## config.mk

```make
export PLATFORM = sky130hd
export DESIGN_NAME = uart_echo_responder
export DESIGN_NICKNAME = d
export VERILOG_FILES = /design/src/rtl/uart_echo_responder.sv
export SDC_FILE = /design/constraint.sdc
export NUM_CORES = 1
export LEC_CHECK = 0
export ABC_AREA = 1
export CAP_MARGIN = 10
export CORE_MARGIN = 3
export CORE_UTILIZATION = 39
export CTS_CLUSTER_DIAMETER = 30
export CTS_CLUSTER_SIZE = 8
export DETAILED_ROUTE_END_ITERATION = 10
export HOLD_SLACK_MARGIN = 0.15
export PLACE_DENSITY = 0.64
export SYNTH_ARGS = -nofsm -noshare
export SYNTH_HDL_FRONTEND = slang
export SYNTH_SLANG_ARGS = --single-unit
```

## constraint.sdc

```tcl
create_clock -name clk -period 3.1 [get_ports clk]
set_clock_uncertainty 0.2 [all_clocks]
set_input_delay 0.62 -clock clk [delete_from_list [all_inputs] [get_ports clk]]
set_output_delay 0.62 -clock clk [all_outputs]
set_load 0.02 [all_outputs]
```

## src/rtl/uart_echo_responder.sv

```systemverilog
// Echo responder for the UART word link: buffers received words in a small FIFO
// and replays them to the transmitter, substituting NAK_WORD for errored words.
module uart_echo_responder #(
  parameter int                    DATA_WIDTH = 32,
  parameter int                    FIFO_DEPTH = 4,
  parameter logic [DATA_WIDTH-1:0] NAK_WORD   = 32'hDEAD_BEEF
) (
  input  logic                  clk,
  input  logic                  rst_n,
  input  logic                  rx_valid,
  input  logic [DATA_WIDTH-1:0] rx_data,
  input  logic                  rx_error,
  input  logic                  echo_en,
  output logic                  tx_valid,
  output logic [DATA_WIDTH-1:0] tx_data,
  input  logic                  tx_ready,
  output logic                  busy,
  output logic [15:0]           err_cnt,
  output logic [15:0]           drop_cnt
);

  localparam int PW = $clog2(FIFO_DEPTH);
  localparam int CW = PW + 1;
  localparam logic [CW-1:0] DEPTH_C = CW'(FIFO_DEPTH);

  typedef enum logic {IDLE, SEND} state_t;

  state_t                state, next_state;
  logic [DATA_WIDTH-1:0] mem [FIFO_DEPTH];
  logic [PW-1:0]         wr_ptr, rd_ptr;
  logic [CW-1:0]         count;
  logic                  pop, push_req, push;
  logic [DATA_WIDTH-1:0] push_word;

  assign push_req  = rx_valid && echo_en;
  // A pop in the same cycle frees a slot, so a full FIFO still accepts the push.
  assign push      = push_req && ((count != DEPTH_C) || pop);
  assign push_word = rx_error ? NAK_WORD : rx_data;
  assign tx_valid  = (state == SEND);
  assign busy      = (count != '0) || tx_valid;

  // NOTE: every combinational output gets a default first so no latch is inferred.
  always_comb begin
    next_state = state;
    pop        = 1'b0;
    case (state)
      IDLE: if (count != '0) begin
        pop        = 1'b1;
        next_state = SEND;
      end
      SEND: if (tx_ready) begin
        if (count != '0) pop = 1'b1;
        else             next_state = IDLE;
      end
      default: next_state = IDLE;
    endcase
  end

  // NOTE: sequential state uses non-blocking assignments so every flop samples pre-edge values.
  always_ff @(posedge clk or negedge rst_n) begin
    if (!rst_n) begin
      state    <= IDLE;
      wr_ptr   <= '0;
      rd_ptr   <= '0;
      count    <= '0;
      tx_data  <= '0;
      err_cnt  <= '0;
      drop_cnt <= '0;
    end else begin
      state <= next_state;
      if (push) wr_ptr <= wr_ptr + PW'(1);
      if (pop) begin
        rd_ptr  <= rd_ptr + PW'(1);
        tx_data <= mem[rd_ptr];
      end
      case ({push, pop})
        2'b10:   count <= count + CW'(1);
        2'b01:   count <= count - CW'(1);
        default: count <= count;
      endcase
      if (push_req && rx_error && (err_cnt != 16'hFFFF))
        err_cnt <= err_cnt + 16'd1;
      if (push_req && !push && (drop_cnt != 16'hFFFF))
        drop_cnt <= drop_cnt + 16'd1;
    end
  end

  // NOTE: storage is not reset; the pointers and count alone define what is valid.
  always_ff @(posedge clk) begin
    if (push) mem[wr_ptr] <= push_word;
  end

endmodule

```

==> results of run 1 <==
==> flip-flops by register name (all words and copies together), names as in the netlist <==
name      flops
err_cnt      16
rd_ptr        2
tx_valid      1
wr_ptr        2
drop_cnt     16
count         3
tx_data      32
mem         128
==> worst max-delay path: cells and delay by family (launching register included) <==
kind,cells,cell delay (ns)
buffers and inverters,1,0.53
flip-flops,1,0.42
AND/OR/NAND/NOR,3,0.53
==> repair_timing <==
action                    CTS  global route
hold buffers                1             0
gates resized for setup     0             0
hold endpoints to repair   32             0
==> cells by family after synthesis <==
| kind of cell | after synthesis |
|---|---|
| AND/OR/NAND/NOR | 429 |
| flip-flops | 200 |
| AO/OA/AOI/OAI | 110 |
| adder cells (fa/ha/maj) | 7 |
| buffers and inverters | 81 |
| XOR/XNOR | 18 |
==> worst paths after layout <==
check / start / end / slack [ns] / cells after the start
setup reg to reg: err_cnt[0]$_DFFE_PN0P_ / err_cnt[15]$_DFFE_PN0P_ / 0.90 / 8
hold reg to reg: count[1]$_DFFE_PN0P_ / tx_valid$_DFF_PN0_ / 0.32 / 2
setup / recovery: count[0]$_DFFE_PN0P_ / busy / 0.37 / 4
max in group asynchronous: rst_n / err_cnt[0]$_DFFE_PN0P_ / 1.60 / 3
hold / removal: count[1]$_DFFE_PN0P_ / tx_valid$_DFF_PN0_ / 0.32 / 2
min in group asynchronous: rst_n / drop_cnt[2]$_DFFE_PN0P_ / 0.50 / 2
==> cells in the final DEF, fill, tap and decap left out, types with 6 or more instances in the layout <==
| master | count |
|---|---|
| nand4_1 | 11 |
| clkdlybuf4s50_1 | 102 |
| buf_4 | 10 |
| edfxtp_1 | 128 |
| dfrtp_1 | 71 |
| or2_2 | 25 |
| a31oi_1 | 32 |
| inv_1 | 41 |
| clkbuf_16 | 17 |
| nand3_1 | 16 |
| nor2_1 | 202 |
| xor2_1 | 7 |
| nor2_4 | 7 |
| nand2_1 | 162 |
| o21ai_0 | 73 |
| xnor2_1 | 11 |
| ha_1 | 6 |
==> metrics by stage <==
step / util / power [mW] / instances / area [µm²] / setup slack (ns)
3_3_place_gp: 0.4684 / 6.472 / 1201 / 10000 / 0.5460
4_1_cts: 0.4971 / 8.770 / 1234 / 10620 / 0.3500
2_1_floorplan: - / 5.373 / 845 / 8626 / 0.1140
5_1_grt: 0.4971 / 9.180 / 1234 / 10620 / 0.2532
6_report: 0.4971 / 8.657 / 1234 / 10620 / 0.3701
3_5_place_dp: 0.4684 / 6.521 / 1201 / 10000 / 0.5212
==> final cells by class <==
class / count / area [µm²]
fillers: 1919 / 10740
clock buffers: 18 / 439.2
well taps: 275 / 344.1
flip-flops and latches: 200 / 5647
clock inverters: 14 / 163.9
inverters: 46 / 175.2
repair buffers: 117 / 1186
multi-input cells: 564 / 2660
==> per-layer routing <==
layer | wire length (µm) | global-route usage | part of all wire | up-vias
met5 | 0 | 0 | 0 | -
li1 | - | - | - | 3008
met3 | 1060 | 0.03302 | 0.056 | 19
met2 | 8816 | 0.2552 | 0.47 | 182
met1 | 8822 | 0.2271 | 0.47 | 2806
met4 | 220 | 0.04289 | 0.012 | 0
==> power by group through the flow <==
stage	combinational [mW]	sequential (mW)	clock [mW]
floorplan	1.47	3.91	0
global placement	2.78	3.69	0
detailed placement	2.83	3.69	0
CTS	2.85	3.64	2.28
global route	3.10	3.69	2.39
finish	2.79	3.64	2.23
==> run metrics, run 1 <==
Syn Nets 890; initial antenna violation count 0; area leader, netlist edfxtp_1; Setup crit start kind flop; Commonest cells post-synth nor2_1, nand2_1, edfxtp_1, o21ai_0, dfrtp_1; # diodes 0; DIE AREA between 20000 and 25000 µm²; CTS tree done; VDD IR-drop max roughly 0.54 mV; worst slew pin tran 0.9537 ns; gpl congestion 0.8233; cts bufs inserted 17; Adder-Cell Fraction of Synth Area 0.01102; outcome complete, no violations; period utilisation layout 0.8806; PwrDens ~800 nW/µm²; RSZ-0062 raised after global routing no; EDFF count, synth 128; min Tclk post-route 2.730 ns; via count 6015; Post-Synth XOR/XNOR Area 0.01828; Rel. slew slack 0.3633; crit path max fanout 4; share of layout cells above drive strength 1 0.09489; Simple-Gate Fraction of Synth Area 0.2042; Final ANT Viol Nets 0; clock share of power 0.258; chip height 154.7 µm; Top FF cell, synth edfxtp_1; CP max-delay cell clkdlybuf4s50_1; sequential share of power 0.420; top cell type's share of synthesized area 0.4456; internal power component about 5.6 mW; Nets 991; largest cells by area after synthesis edfxtp_1, dfrtp_1, nor2_1; Worst EP arrival 1.91 ns; Layout area overhead 23.06%; largest family of logic cells by synthesized area simple AND/OR/NAND/NOR gates; setup bufs post-CTS 0; Max Slew Vio Count 0; LEAKAGE about 4 nW; Hold Slack between 0.3 and 0.4 ns; drt drc 0; average wire per standard cell about 15 µm; post-synthesis compound-gate area fraction 0.07137; kind of end point of the critical path primary output; Netlist cell types 29; Final setup viols 0; Hold Crit Class reg2reg; Worst path max stage delay roughly 0.53 ns; Max Clock Freq roughly 0.37 GHz; clock tree buffer depth 2; Post-DP HPWL 11.80 mm; setup TNS 0 ns; clock edge transition at the registers on the reported setup and hold paths around 0.070 ns; IO buf count 103; max cap viols 0; average cell area after synthesis between 10 and 15 µm²; drt via density 4.874; H-tree levels 4; Setup Crit Path Kind reg2out; global-route wire length before repair a little over 30 mm; post-synthesis sequential area ratio 0.6545; final hold viol count 0; DR iter-0 viols 426; cells along the critical path nor2_2 -> nand2_1 -> or2_2 -> clkdlybuf4s50_1; row cnt 53; clock root cell clkbuf_16; combinational power share 0.322; Ports 104; pin count of the biggest net entering global routing 66; chip width 154.7 µm; post-synthesis mux area share 0; Warnings, synthesis 0; net load switching power 3.076 mW; Post-synth ARST share 0.3600; GRT Total Usage 0.1608; Initial Util 0.4040; vias in the first global route 5742; CTS sink count 200; total wire length 18.92 mm; Synth Cell Area approximately 8600 µm²; CORE AREA approximately 21000 µm²; drt first pass iters 7; flop and latch count out of synthesis 200; Worst EP required 2.28 ns; Sw Share 0.3553; Mapped Cells 845; cell with the most instances after synthesis nor2_1; GR Overflow Total 0; worst-skew pair later-pin latency 0.43 ns
Power figures use the tool's default switching activity.
==> run 2: changes to the inputs <==
--- a/config.mk
+++ b/config.mk
@@ -5,7 +5,6 @@
 export SDC_FILE = /design/constraint.sdc
 export NUM_CORES = 1
 export LEC_CHECK = 0
-export ABC_AREA = 1
 export CAP_MARGIN = 10
 export CORE_MARGIN = 3
 export CORE_UTILIZATION = 39
@@ -13,7 +12,8 @@
 export CTS_CLUSTER_SIZE = 8
 export DETAILED_ROUTE_END_ITERATION = 10
 export HOLD_SLACK_MARGIN = 0.15
-export PLACE_DENSITY = 0.64
+export PLACE_DENSITY = 0.65
+export SLEW_MARGIN = 20
 export SYNTH_ARGS = -nofsm -noshare
 export SYNTH_HDL_FRONTEND = slang
 export SYNTH_SLANG_ARGS = --single-unit
==> run 2 against run 1 <==
Final area shrank 4.1%. Sequential share of layout area grew 2.3 points. Total power shrank 3.5%. Highest routed layer unchanged. Wire length shrank 16%. Sequential cell count is the same. Critical endpoint unchanged. Largest cell class unchanged.
==> run metrics, run 2 <==
outcome complete, no violations; # diodes 0; cts bufs inserted 17; leading registers by flop count mem: 128 flops, tx_data: 32 flops; post-synthesis sequential area ratio 0.6962; Worst R2R Start count[1]$_DFFE_PN0P_; Max Clock Freq 0.3520 GHz; Ports roughly 100; dpl ws roughly 0.29 ns; GR Overflow Total 0; area leader, netlist edfxtp_1; Final setup viols 0; Post-synth ARST share 0.3600; Initial Util 0.3995; worst slew pin tran 0.8745 ns; Worst EP arrival 2.02 ns; IO buf count 103; reg2reg path depth 4; min Tclk post-route 2.841 ns; setup bufs post-CTS 0; HP Start tx_data[10]$_DFFE_PN0P_; Max Slew Vio Count 0; final worst setup slack approximately 0.26 ns; clock tree buffer depth 2; worst-skew pair later-pin latency 0.43 ns; Setup crit start kind flop; H-tree levels 4; share of layout cells above drive strength 1 0.2517; Syn Nets 515; placed cell areas 9592 µm²; Synth Cell Area 8109 µm²; fill cell count 1683; CTS tree done; largest cells by area after synthesis edfxtp_1, dfrtp_1, mux4_2; total wire length 15.88 mm; RSZ-0062 raised after global routing no; Worst EP required 2.28 ns; initial antenna violation count 0; row cnt 52; gpl congestion 0.8454; Rel. slew slack 0.4170; Largest register FFs between 100 and 150; hold buffer count at CTS 1; drt drc 0; period utilisation layout 0.9165; Top reg by flops mem; Hold Crit Class reg2reg; Setup Crit Path Kind reg2out; drt via density 5.192; Resized cells post-CTS 0; Final ANT Viol Nets 0; CORE AREA around 20000 µm²; final hold viol count 0; post-layout util 0.5017; Post-DP HPWL a little over 10 mm; crit path from count[0]$_DFFE_PN0P_; average cell area after synthesis 17.25 µm²; Layout area overhead 25.60%; most common cell after layout, fill and taps aside edfxtp_1; GRT Total Usage 0.1484; global-route wire length before repair 25.63 mm; CTS sink count 200; PwrDens around 820 nW/µm²; VDD IR-drop max 0.5367 mV; kind of end point of the critical path primary output; EDFF count, synth 128; cell with the most instances after synthesis edfxtp_1; DIE AREA 22560 µm²; chip width 150.2 µm; LEAKAGE 3.621 nW; Top FF cell, synth edfxtp_1; Nets 636; flop and latch count out of synthesis 200; Warnings, synthesis 0; Hold Path Stages 1; via count around 4.5k; clock edge transition at the registers on the reported setup and hold paths roughly 0.070 ns; Commonest cells post-synth edfxtp_1, dfrtp_1, mux2_2, mux4_2, or2_2; vias in the first global route 4714; crit path max fanout 6; pin count of the biggest net entering global routing 40; clock root cell clkbuf_16; max cap viols 0; Mapped Cells 470; cell area after layout 10180 µm²; setup TNS 0 ns; Netlist cell types 44; drt first pass iters 4; top cell type's share of synthesized area 0.4740; chip height 150.2 µm; commonest non-fill, non-tap cells in the layout edfxtp_1, clkdlybuf4s50_1, dfrtp_1; DR iter-0 viols 225; average wire per standard cell between 15 and 20 µm
-- run 2: cell count changes after synthesis, moves of 11 or more --
cell and change:
a31oi_1 -31, inv_1 -36, mux2_2 +40, mux4_2 +32
nand2_1 -148, nor2_1 -200, o21ai_0 -64, xor2_1 +11
-- run 2: metrics by stage --
stage	power (mW)	cells	hold WS, ns
finish	8.351	874	0.3085
global route	8.776	874	0.3226
CTS	8.494	874	0.3138
detailed placement	6.296	841	0.2979
global placement	6.227	841	0.2862
floorplan	5.219	470	0.1244
-- run 2: kinds of logic after synthesis --
| group | count (synthesis) | share of synthesized area |
|---|---|---|
| flops | 200 | 0.6962 |
| simple gates | 121 | 0.08934 |
| mux | 74 | 0.1469 |
| xor+xnor | 25 | 0.02700 |
| compound gates | 22 | 0.01728 |
| buf+inv | 21 | 0.01157 |
| fa+ha+maj | 7 | 0.01173 |
-- run 2: critical path, stage by stage (launching register included) --
cell and delay [ns]:
dfrtp_1 0.44, nor3_1 0.51, nand2b_1 0.10, clkdlybuf4s50_1 0.55
-- run 2: layout make-up --
type,count,area (µm²),share of cell area
Clock buffer,20,446.7,0.04386
Clock inverter,12,136.4,0.01339
Inverter,6,22.52,0.002211
Multi-Input combinational cell,249,2382,0.2339
Sequential cell,200,5648,0.5545
Tap cell,270,337.8,0.03317
Timing Repair Buffer,117,1211,0.1189
-- run 2: worst paths after layout --
kind / endpoint / slack, ns
max in group asynchronous: err_cnt[2]$_DFFE_PN0P_ / 1.61
worst min register to register: tx_data[10]$_DFFE_PN0P_ / 0.31
worst min-delay path: tx_data[10]$_DFFE_PN0P_ / 0.31
worst max-delay path: busy / 0.26
worst max register to register: drop_cnt[11]$_DFFE_PN0P_ / 0.81
min in group asynchronous: tx_data[19]$_DFFE_PN0P_ / 0.50
-- run 2: layer usage --
layer	vias up	track usage	routed length (µm)
met1	2315	0.1929	6845
met5	-	0	0
met3	13	0.03462	912
met2	144	0.2485	7970
met4	0	0.04712	150
li1	2066	-	-
-- run 2: power breakdown --
group          switching (mW)  total [mW]  internal, mW
combinational            1.10        2.45          1.35
sequential              0.394        3.74          3.34
clock                    1.00        2.16          1.16
==> run 3: changes to the inputs <==
--- a/config.mk
+++ b/config.mk
@@ -12,7 +12,6 @@
 export CTS_CLUSTER_SIZE = 8
 export DETAILED_ROUTE_END_ITERATION = 10
 export HOLD_SLACK_MARGIN = 0.15
-export PLACE_DENSITY = 0.65
 export SLEW_MARGIN = 20
 export SYNTH_ARGS = -nofsm -noshare
 export SYNTH_HDL_FRONTEND = slang
==> run 3 against run 2 <==
Cell count is 0.23% higher. Global-route usage is 0.66 points higher. Worst hold slack got worse by 0.013 ns. Final area increased by 0.65%. Sequential power down 1%. Critical endpoint unchanged. Largest cell class unchanged.
==> run metrics, run 3 (synthesized netlist as in run 2, its figures left out) <==
clock root cell clkbuf_16; clock edge transition at the registers on the reported setup and hold paths ~0.070 ns; DP Cell Count 843; chip width around 150 µm; via count 4575; chip height 150.2 µm; # diodes 0; final cell count without fillers 876; Setup crit start kind flop; H-tree levels 4; Layout area overhead 26.42%; row cnt 52; worst slew pin tran between 0.6 and 0.7 ns; commonest non-fill, non-tap cells in the layout edfxtp_1, clkdlybuf4s50_1, dfrtp_1; share of layout cells above drive strength 1 0.2558; LEAKAGE roughly 3.7 nW; global-route wire length before repair 26.09 mm; Ports approximately 100; IO buf count 103; CORE AREA around 20000 µm²; Largest register FFs 128; cts bufs inserted 17; Worst R2R Start count[0]$_DFFE_PN0P_; GR Overflow Total 0; initial antenna violation count 0; Hold Crit Class reg2reg; Max Slew Vio Count 0; crit path from count[0]$_DFFE_PN0P_; Final setup viols 0; drt first pass iters 5; Worst EP arrival 1.84 ns; pin count of the biggest net entering global routing 48; Worst EP required 2.28 ns; fill cell count between 1.5k and 2k; Final ANT Viol Nets 0; Pwr Total around 8.5 mW; DIE AREA 22560 µm²; Top reg by flops mem; Rel. slew slack 0.5496; CTS tree done; average wire per standard cell between 15 and 20 µm; Initial Util 0.3995; final hold viol count 0; leading registers by flop count mem: 128 flops, tx_data: 32 flops; Resized cells post-CTS 0; VDD IR-drop max 0.4243 mV; Setup Crit Path Kind reg2out; PwrDens 830.9 nW/µm²; Worst path max stage delay 0.53 ns; outcome complete, no violations; clock tree buffer depth 2; GRT Total Usage 0.1550; setup bufs post-CTS 0; CTS sink count 200; CP max-delay cell clkdlybuf4s50_1; drt drc 0; max cap viols 0; kind of end point of the critical path primary output; dpl ws 0.2825 ns; DR iter-0 viols between 200 and 250; setup TNS 0 ns; Post-DP HPWL 10.34 mm; Nets approximately 640; gpl congestion 0.8410; most common cell after layout, fill and taps aside edfxtp_1; final worst setup slack approximately 0.44 ns; Hold Slack 0.2955 ns; Max Clock Freq 0.3766 GHz; vias in the first global route 4821; min Tclk post-route 2.655 ns; crit path max fanout 6; hold buffer count at CTS 1; cells along the critical path nor3_1 -> buf_4 -> nand2b_1 -> clkdlybuf4s50_1; drt via density 5.223; total wire length 16.48 mm; HP Start drop_cnt[7]$_DFFE_PN0P_; RSZ-0062 raised after global routing no; worst-skew pair later-pin latency 0.43 ns; period utilisation layout 0.8565
## run 3: cell types whose count changed in the layout (fill, tap and decap cells not counted), sizes merged
cell      previous run  this run
bufinv               1         2
clkbuf              20        18
clkinv               4         5
clkinvlp             2         0
inv                 11        13
buf                 14        16
## run 3: path summary, 6_finish.rpt
check	end	slack [ns]	cells after the start
worst max-delay path	busy	0.44	4
worst min-delay path	drop_cnt[7]$_DFFE_PN0P_	0.30	1
worst max register to register	drop_cnt[11]$_DFFE_PN0P_	0.83	4
worst min register to register	drop_cnt[7]$_DFFE_PN0P_	0.30	1
max in group asynchronous	tx_data[30]$_DFFE_PN0P_	1.56	3
min in group asynchronous	drop_cnt[8]$_DFFE_PN0P_	0.57	2
## run 3: per-layer routing
metal,share of wire,vias up,routed length (µm),global-route usage
met5,0,-,0,0
met4,0.0098,0,161,0.04712
met3,0.049,14,811,0.04425
met2,0.50,143,8278,0.2537
met1,0.44,2352,7231,0.2023
li1,-,2066,-,-
## run 3: stage by stage
stage / instance area [µm²] / utilization
2_1_floorplan: 8109 / -
3_5_place_dp: 9607 / 0.4733
6_report: 10250 / 0.5050
4_1_cts: 10250 / 0.5050
3_3_place_gp: 9607 / 0.4733
5_1_grt: 10250 / 0.5050
## run 3: worst max-delay path: cells and delay by family (launching register included)
| family | cells | cell delay [ns] |
|---|---|---|
| buf+inv | 2 | 0.70 |
| simple gates | 2 | 0.25 |
| flops | 1 | 0.44 |
## run 3: layout make-up
class | count | area (µm²) | area share
clock buffers | 18 | 429.2 | 0.04186
clock inverters | 14 | 205.2 | 0.02002
inverters | 6 | 22.52 | 0.002197
multi-input cells | 249 | 2382 | 0.2324
flip-flops and latches | 200 | 5648 | 0.5510
well taps | 270 | 337.8 | 0.03295
repair buffers | 119 | 1226 | 0.1196
## run 3: report_power, final
part | leakage (nW) | total (mW) | switching, mW | internal [mW]
sequential | 2.03 | 3.70 | 0.356 | 3.34
clock | 0.308 | 2.31 | 1.06 | 1.25
combinational | 1.32 | 2.51 | 1.14 | 1.36
total | 3.66 | 8.52 | 2.56 | 5.95
